**src/rtl/hazard_pkg.sv**
```systemverilog
// hazard_pkg: shared types and constants for the hazard controller
package hazard_pkg;
  typedef enum logic [1:0] {RUN, STALL, FLUSH} hz_state_t;
  typedef logic [4:0] regaddr_t;
  localparam regaddr_t REG_X0 = 5'd0;
  function automatic int cnt_width(input int a, input int b);
    return $clog2((a > b ? a : b) + 1);
  endfunction
endpackage

```
**src/rtl/hazard_ctrl_if.sv**
```systemverilog
// hazard_ctrl_if: decode/EX hazard inputs and pipeline control outputs
interface hazard_ctrl_if #(parameter int CNT_W = 32) ();
  import hazard_pkg::*;
  regaddr_t id_rs1;
  regaddr_t id_rs2;
  logic id_rs1_used;
  logic id_rs2_used;
  regaddr_t ex_rd;
  logic ex_memtoreg;
  logic ex_regwrite;
  logic ex_branch_taken;
  logic pc_write_en;
  logic ifid_write_en;
  logic ifid_flush;
  logic idex_flush;
  logic [CNT_W-1:0] stall_cycles;
  logic [CNT_W-1:0] flush_cycles;
  modport master (
    output id_rs1, id_rs2, id_rs1_used, id_rs2_used, ex_rd, ex_memtoreg, ex_regwrite, ex_branch_taken,
    input pc_write_en, ifid_write_en, ifid_flush, idex_flush, stall_cycles, flush_cycles
  );
  modport slave (
    input id_rs1, id_rs2, id_rs1_used, id_rs2_used, ex_rd, ex_memtoreg, ex_regwrite, ex_branch_taken,
    output pc_write_en, ifid_write_en, ifid_flush, idex_flush, stall_cycles, flush_cycles
  );
endinterface

```
**src/rtl/hazard_ctrl_sat_counter.sv**
```systemverilog
// sat_counter: counter that clears on reset and holds at all-ones
module sat_counter #(parameter int W = 32) (
  input  logic         clk,
  input  logic         reset,
  input  logic         inc,
  output logic [W-1:0] count
);
  logic [W-1:0] count_q;
  // count up on inc until all-ones, then hold
  always_ff @(posedge clk)
    count_q <= reset ? '0 : (inc && count_q != '1) ? count_q + W'(1) : count_q;
  assign count = count_q;
endmodule

```
**src/rtl/hazard_ctrl.sv**
```systemverilog
// hazard_ctrl: load-use stall and taken-branch flush sequencing for IF/ID and ID/EX
module hazard_ctrl import hazard_pkg::*; #(
  parameter int LOAD_STALL_CYCLES = 1,
  parameter int FLUSH_CYCLES      = 1,
  parameter int CNT_W             = 32
) (
  input logic clk,
  input logic reset,
  hazard_ctrl_if.slave hz
);
  localparam int CW = cnt_width(LOAD_STALL_CYCLES, FLUSH_CYCLES);
  hz_state_t state_q, state_d;
  logic [CW-1:0] cnt_q, cnt_d;
  logic load_use, run_br, run_lu, stall_now;
  assign load_use = hz.ex_memtoreg && hz.ex_regwrite && hz.ex_rd != REG_X0 &&
                    ((hz.id_rs1_used && hz.id_rs1 == hz.ex_rd) || (hz.id_rs2_used && hz.id_rs2 == hz.ex_rd));
  // a taken branch outranks load-use: the consumer is on the wrong path
  assign run_br    = state_q == RUN && hz.ex_branch_taken;
  assign run_lu    = state_q == RUN && !hz.ex_branch_taken && load_use;
  assign stall_now = run_lu || state_q == STALL;
  assign hz.pc_write_en   = !reset && !stall_now;
  assign hz.ifid_write_en = !reset && !stall_now;
  assign hz.ifid_flush    = reset || run_br || state_q == FLUSH;
  assign hz.idex_flush    = reset || run_br || stall_now;
  // next state: enter a multi-cycle sequence or count the current one down
  always_comb begin
    state_d = state_q;
    cnt_d   = cnt_q;
    if (run_br && FLUSH_CYCLES > 1) begin
      state_d = FLUSH;
      cnt_d   = CW'(FLUSH_CYCLES - 1);
    end else if (run_lu && LOAD_STALL_CYCLES > 1) begin
      state_d = STALL;
      cnt_d   = CW'(LOAD_STALL_CYCLES - 1);
    end else if (state_q != RUN) begin
      cnt_d   = cnt_q - CW'(1);
      state_d = cnt_q == CW'(1) ? RUN : state_q;
    end
  end
  // state register; reset drops any remaining stall/flush count
  always_ff @(posedge clk) begin
    state_q <= reset ? RUN : state_d;
    cnt_q   <= reset ? '0 : cnt_d;
  end
  sat_counter #(.W(CNT_W)) u_stall_cnt (
    .clk(clk), .reset(reset), .inc(!hz.pc_write_en), .count(hz.stall_cycles)
  );
  sat_counter #(.W(CNT_W)) u_flush_cnt (
    .clk(clk), .reset(reset), .inc(hz.ifid_flush), .count(hz.flush_cycles)
  );
endmodule

```
**src/flat_wrapper.sv**
```systemverilog
// flat-port wrapper written by rule: the top's interface ports become plain ports
module hazard_ctrl_flat import hazard_pkg::*;
#(
  parameter int LOAD_STALL_CYCLES = 1,
  parameter int FLUSH_CYCLES      = 1,
  parameter int CNT_W             = 32
)
  (clk, reset, hz_id_rs1, hz_id_rs2, hz_id_rs1_used, hz_id_rs2_used, hz_ex_rd, hz_ex_memtoreg, hz_ex_regwrite, hz_ex_branch_taken, hz_pc_write_en, hz_ifid_write_en, hz_ifid_flush, hz_idex_flush, hz_stall_cycles, hz_flush_cycles);
  hazard_ctrl_if #(.CNT_W(CNT_W)) hz_i ();
  input logic clk;
  input logic reset;
  input wire logic [$bits(hz_i.id_rs1)-1:0] hz_id_rs1;
  input wire logic [$bits(hz_i.id_rs2)-1:0] hz_id_rs2;
  input wire logic [$bits(hz_i.id_rs1_used)-1:0] hz_id_rs1_used;
  input wire logic [$bits(hz_i.id_rs2_used)-1:0] hz_id_rs2_used;
  input wire logic [$bits(hz_i.ex_rd)-1:0] hz_ex_rd;
  input wire logic [$bits(hz_i.ex_memtoreg)-1:0] hz_ex_memtoreg;
  input wire logic [$bits(hz_i.ex_regwrite)-1:0] hz_ex_regwrite;
  input wire logic [$bits(hz_i.ex_branch_taken)-1:0] hz_ex_branch_taken;
  output wire logic [$bits(hz_i.pc_write_en)-1:0] hz_pc_write_en;
  output wire logic [$bits(hz_i.ifid_write_en)-1:0] hz_ifid_write_en;
  output wire logic [$bits(hz_i.ifid_flush)-1:0] hz_ifid_flush;
  output wire logic [$bits(hz_i.idex_flush)-1:0] hz_idex_flush;
  output wire logic [$bits(hz_i.stall_cycles)-1:0] hz_stall_cycles;
  output wire logic [$bits(hz_i.flush_cycles)-1:0] hz_flush_cycles;
  assign hz_i.id_rs1 = hz_id_rs1;
  assign hz_i.id_rs2 = hz_id_rs2;
  assign hz_i.id_rs1_used = hz_id_rs1_used;
  assign hz_i.id_rs2_used = hz_id_rs2_used;
  assign hz_i.ex_rd = hz_ex_rd;
  assign hz_i.ex_memtoreg = hz_ex_memtoreg;
  assign hz_i.ex_regwrite = hz_ex_regwrite;
  assign hz_i.ex_branch_taken = hz_ex_branch_taken;
  assign hz_pc_write_en = hz_i.pc_write_en;
  assign hz_ifid_write_en = hz_i.ifid_write_en;
  assign hz_ifid_flush = hz_i.ifid_flush;
  assign hz_idex_flush = hz_i.idex_flush;
  assign hz_stall_cycles = hz_i.stall_cycles;
  assign hz_flush_cycles = hz_i.flush_cycles;
  hazard_ctrl #(.LOAD_STALL_CYCLES(LOAD_STALL_CYCLES), .FLUSH_CYCLES(FLUSH_CYCLES), .CNT_W(CNT_W)) u_core (.clk(clk), .reset(reset), .hz(hz_i));
endmodule
```
**config.mk**
```make
export PLATFORM = sky130hd
export DESIGN_NAME = hazard_ctrl_flat
export DESIGN_NICKNAME = d
export VERILOG_FILES = /design/src/rtl/hazard_pkg.sv /design/src/rtl/hazard_ctrl_if.sv /design/src/rtl/hazard_ctrl_sat_counter.sv /design/src/rtl/hazard_ctrl.sv /design/src/flat_wrapper.sv
export SDC_FILE = /design/constraint.sdc
export NUM_CORES = 1
export LEC_CHECK = 0
export CORE_MARGIN = 5
export CORE_UTILIZATION = 42
export DETAILED_ROUTE_END_ITERATION = 10
export PLACE_DENSITY = 0.71
export SLEW_MARGIN = 20
export SYNTH_ARGS = -nofsm -noshare
export SYNTH_HDL_FRONTEND = slang
export SYNTH_SLANG_ARGS = --single-unit
```
**constraint.sdc**
```tcl
create_clock -name clk -period 2.99 [get_ports clk]
set_input_delay 0.598 -clock clk [delete_from_list [all_inputs] [get_ports clk]]
set_output_delay 0.598 -clock clk [all_outputs]
set_load 0.01 [all_outputs]
```
==> metrics <==
status complete, no violations; Die Height 98.5 um; DRT antenna net count 0; CP cell instances clkdlybuf4s50_1 -> or4_1 -> nor2_1 -> nor3_1 -> buf_4 -> nand2_1 -> nand2_1 -> dlygate4sd2_1; largest net degree at the start of global routing 66; worst min path class reg -> reg; First-pass DRT Iterations 5; Static Leak 1.44 nW; Placer Congestion 0.826; DRC 0; initial antenna violation count 0; fill count 714; Final period util 95.5%; core region area between 7000 and 8000 sq um; via density per instance 5.44; Max Transition Viols Final 0; Initial Util a little over two fifths; global route total overflow 0; Placement Cell Area ~4300 sq um; worst endpoint data arrival time ~2300 ps; setup TNS 0 ps; max cap viols 0; CTS tree built; CP Class in -> out; CP required 2390 ps; highest net fanout along the worst path 3; CTS clk-pin slew, worst paths 70 ps; Max Freq roughly 350 MHz; Worst-Skew Late Latency 330 ps; post-place setup slack -127 ps; flop and latch count out of synthesis 64; critical path capture point type primary output; cell count after synthesis 407; Synth cell types 42; Avg WL per Cell 14.3 um; Post-Syn Nets between 400 and 500; Slew HR between 50 and 60%; Area Growth Syn to Fin 37.1%; Seq/Total Area, Yosys 39.0%; number of global-route vias before repair 3038; flop2flop setup slack 590 ps; Cell Pwr Density roughly 400 nW/um^2; layout net count between 500 and 600; HPWL Detailed 6360 um; TritonCTS buffer count 9; min cycle time layout roughly 2900 ps; layout cells sized above 1 8.13%; Cell Area, Synth 3290 sq um; Yosys warning count 0; final setup violating endpoints 0; total track usage 17.7%; worst clock skew 9.07 ps; CTS Root Cell clkbuf_8; final worst slack 136 ps; crit-path max cell delay 500 ps; most used cell, CP nand2_1; final hold violation count 0; ANT cells 0; 1st-iter DRT viols ~140; Buffers on Ports 89; first-pass GRT wire length 14300 um; Clock Tree Buf Depth 2; total wire length 8640 um; Die X 98.5 um; Site Rows 32; R2R depth 8; largest vdd supply drop 0.210 mV; CTS Sinks between 60 and 70; Worst Tran Pin Value around 670 ps; Pwr Total 1.76 mW; number of setup buffers added after CTS 0; H-Tree Depth 3; worst hold stages 2; CP max stage cell or4_1; top-level I/O count 90; Critical Path Source Type input port; Avg Synthesized Cell Area 8.08 sq um; area of the die approximately 9700 sq um; vias roughly 3300; fin area 4510 sq um; RSZ-0062 raised after global routing no
==> layer usage <==
metal,routed length (um),vias up,GRT usage (%)
met1,3830,1550,22.2
met3,420,8,5.02
met5,0,-,0
li1,-,1666,-
met4,89,0,5.46
met2,4300,75,29.6
==> repair_timing <==
item / in CTS / in global routing
hold buffers: 0 / 0
gates resized for setup: 3 / 0
setup endpoints to repair: 3 / 0
==> synth_stat cells (all sizes together) <==
cell type,n,area share (%)
a21oi,34,5.2
and2,4,0.76
and3,7,1.4
and4,5,1.4
buf,5,1.0
clkbuf,13,1.5
dfxtp,64,39
ha,2,0.76
inv,5,0.57
mux2,2,0.68
mux2i,2,0.61
nand2,32,3.7
nand3,25,3.8
nand4,26,5.1
nor2,45,5.1
nor2b,3,0.57
nor3,8,1.2
nor4,3,1.2
nor4b,1,0.27
o2111ai,1,0.27
o211ai,2,0.46
o21a,2,0.46
o21ai,26,4.0
o221ai,1,0.27
o22ai,1,0.19
o31a,1,0.30
o31ai,7,1.6
or2,2,0.38
or3,31,6.1
or4,11,2.5
or4b,1,0.42
xnor2,15,4.0
xor2,20,5.3
==> per-stage QoR <==
stage	hold slack, ps	instances	utilization [%]
2_1_floorplan	510	407	-
6_report	503	606	58.7
3_3_place_gp	486	590	56.0
5_1_grt	534	606	58.7
3_5_place_dp	494	590	56.0
4_1_cts	505	606	58.7
==> final timing paths <==
kind                                                                start                                   endpoint
worst max register to register   u_core.u_stall_cnt.count[8]$_SDFFE_PP0P_  u_core.u_stall_cnt.count[15]$_SDFFE_PP0P_
worst min register to register  u_core.u_stall_cnt.count[20]$_SDFFE_PP0P_  u_core.u_stall_cnt.count[20]$_SDFFE_PP0P_
worst min-delay path            u_core.u_stall_cnt.count[20]$_SDFFE_PP0P_  u_core.u_stall_cnt.count[20]$_SDFFE_PP0P_
worst max-delay path                                          hz_ex_rd[3]                              hz_idex_flush
==> report_power, final <==
| part | leakage [nW] | internal [mW] | switching [mW] |
|---|---|---|---|
| Sequential | 0.516 | 0.856 | 0.00546 |
| Clock | 0.101 | 0.428 | 0.341 |
| Combinational | 0.824 | 0.0629 | 0.0623 |
==> state kept, by name (all words and copies together), names as in the netlist <==
name                      cells
u_core.u_flush_cnt.count     32
u_core.u_stall_cnt.count     32
==> worst max-delay path: cells and delay by family <==
family / cells / cell delay (ps)
buffers and inverters: 3 / 870
and+or+nand+nor: 5 / 800
==> final cells by class <==
class / count / area (sq um) / area share (%)
Timing Repair Buffer: 99 / 970 / 21.5
Tap cell: 102 / 128 / 2.83
Clock buffer: 11 / 151 / 3.36
Sequential cell: 64 / 1280 / 28.4
Multi-Input combinational cell: 320 / 1910 / 42.3
Inverter: 5 / 18.8 / 0.416
Clock inverter: 5 / 55.1 / 1.22
==> kinds of logic after synthesis <==
family,share of synthesized area [%]
flip-flops,39.0
adder cells (fa/ha/maj),0.761
multiplexers,1.29
buffers and inverters,3.08
AO/OA/AOI/OAI,12.7
XOR/XNOR,9.32
AND/OR/NAND/NOR,33.9
==> placed cells by master (no fill, tap or decap), types with 2 or more instances in the layout <==
cell	n
o21a_1	2
clkbuf_8	11
dlygate4sd2_1	3
a21oi_1	34
and2_1	4
buf_4	9
nor2_1	45
nand4_1	25
o211ai_1	2
inv_1	5
xnor2_1	15
or3_1	28
and3_1	6
and4_1	4
clkinvlp_4	2
or4_1	11
xor2_1	20
nor2b_1	3
o31ai_1	7
clkdlybuf4s50_1	85
or3_2	2
dfxtp_1	64
or2_2	2
nor3_1	8
ha_1	2
mux2_2	2
mux2i_1	2
clkinv_2	2
nand3_1	25
o21ai_0	26
nand2_1	32
Power figures use the tool's default switching activity.
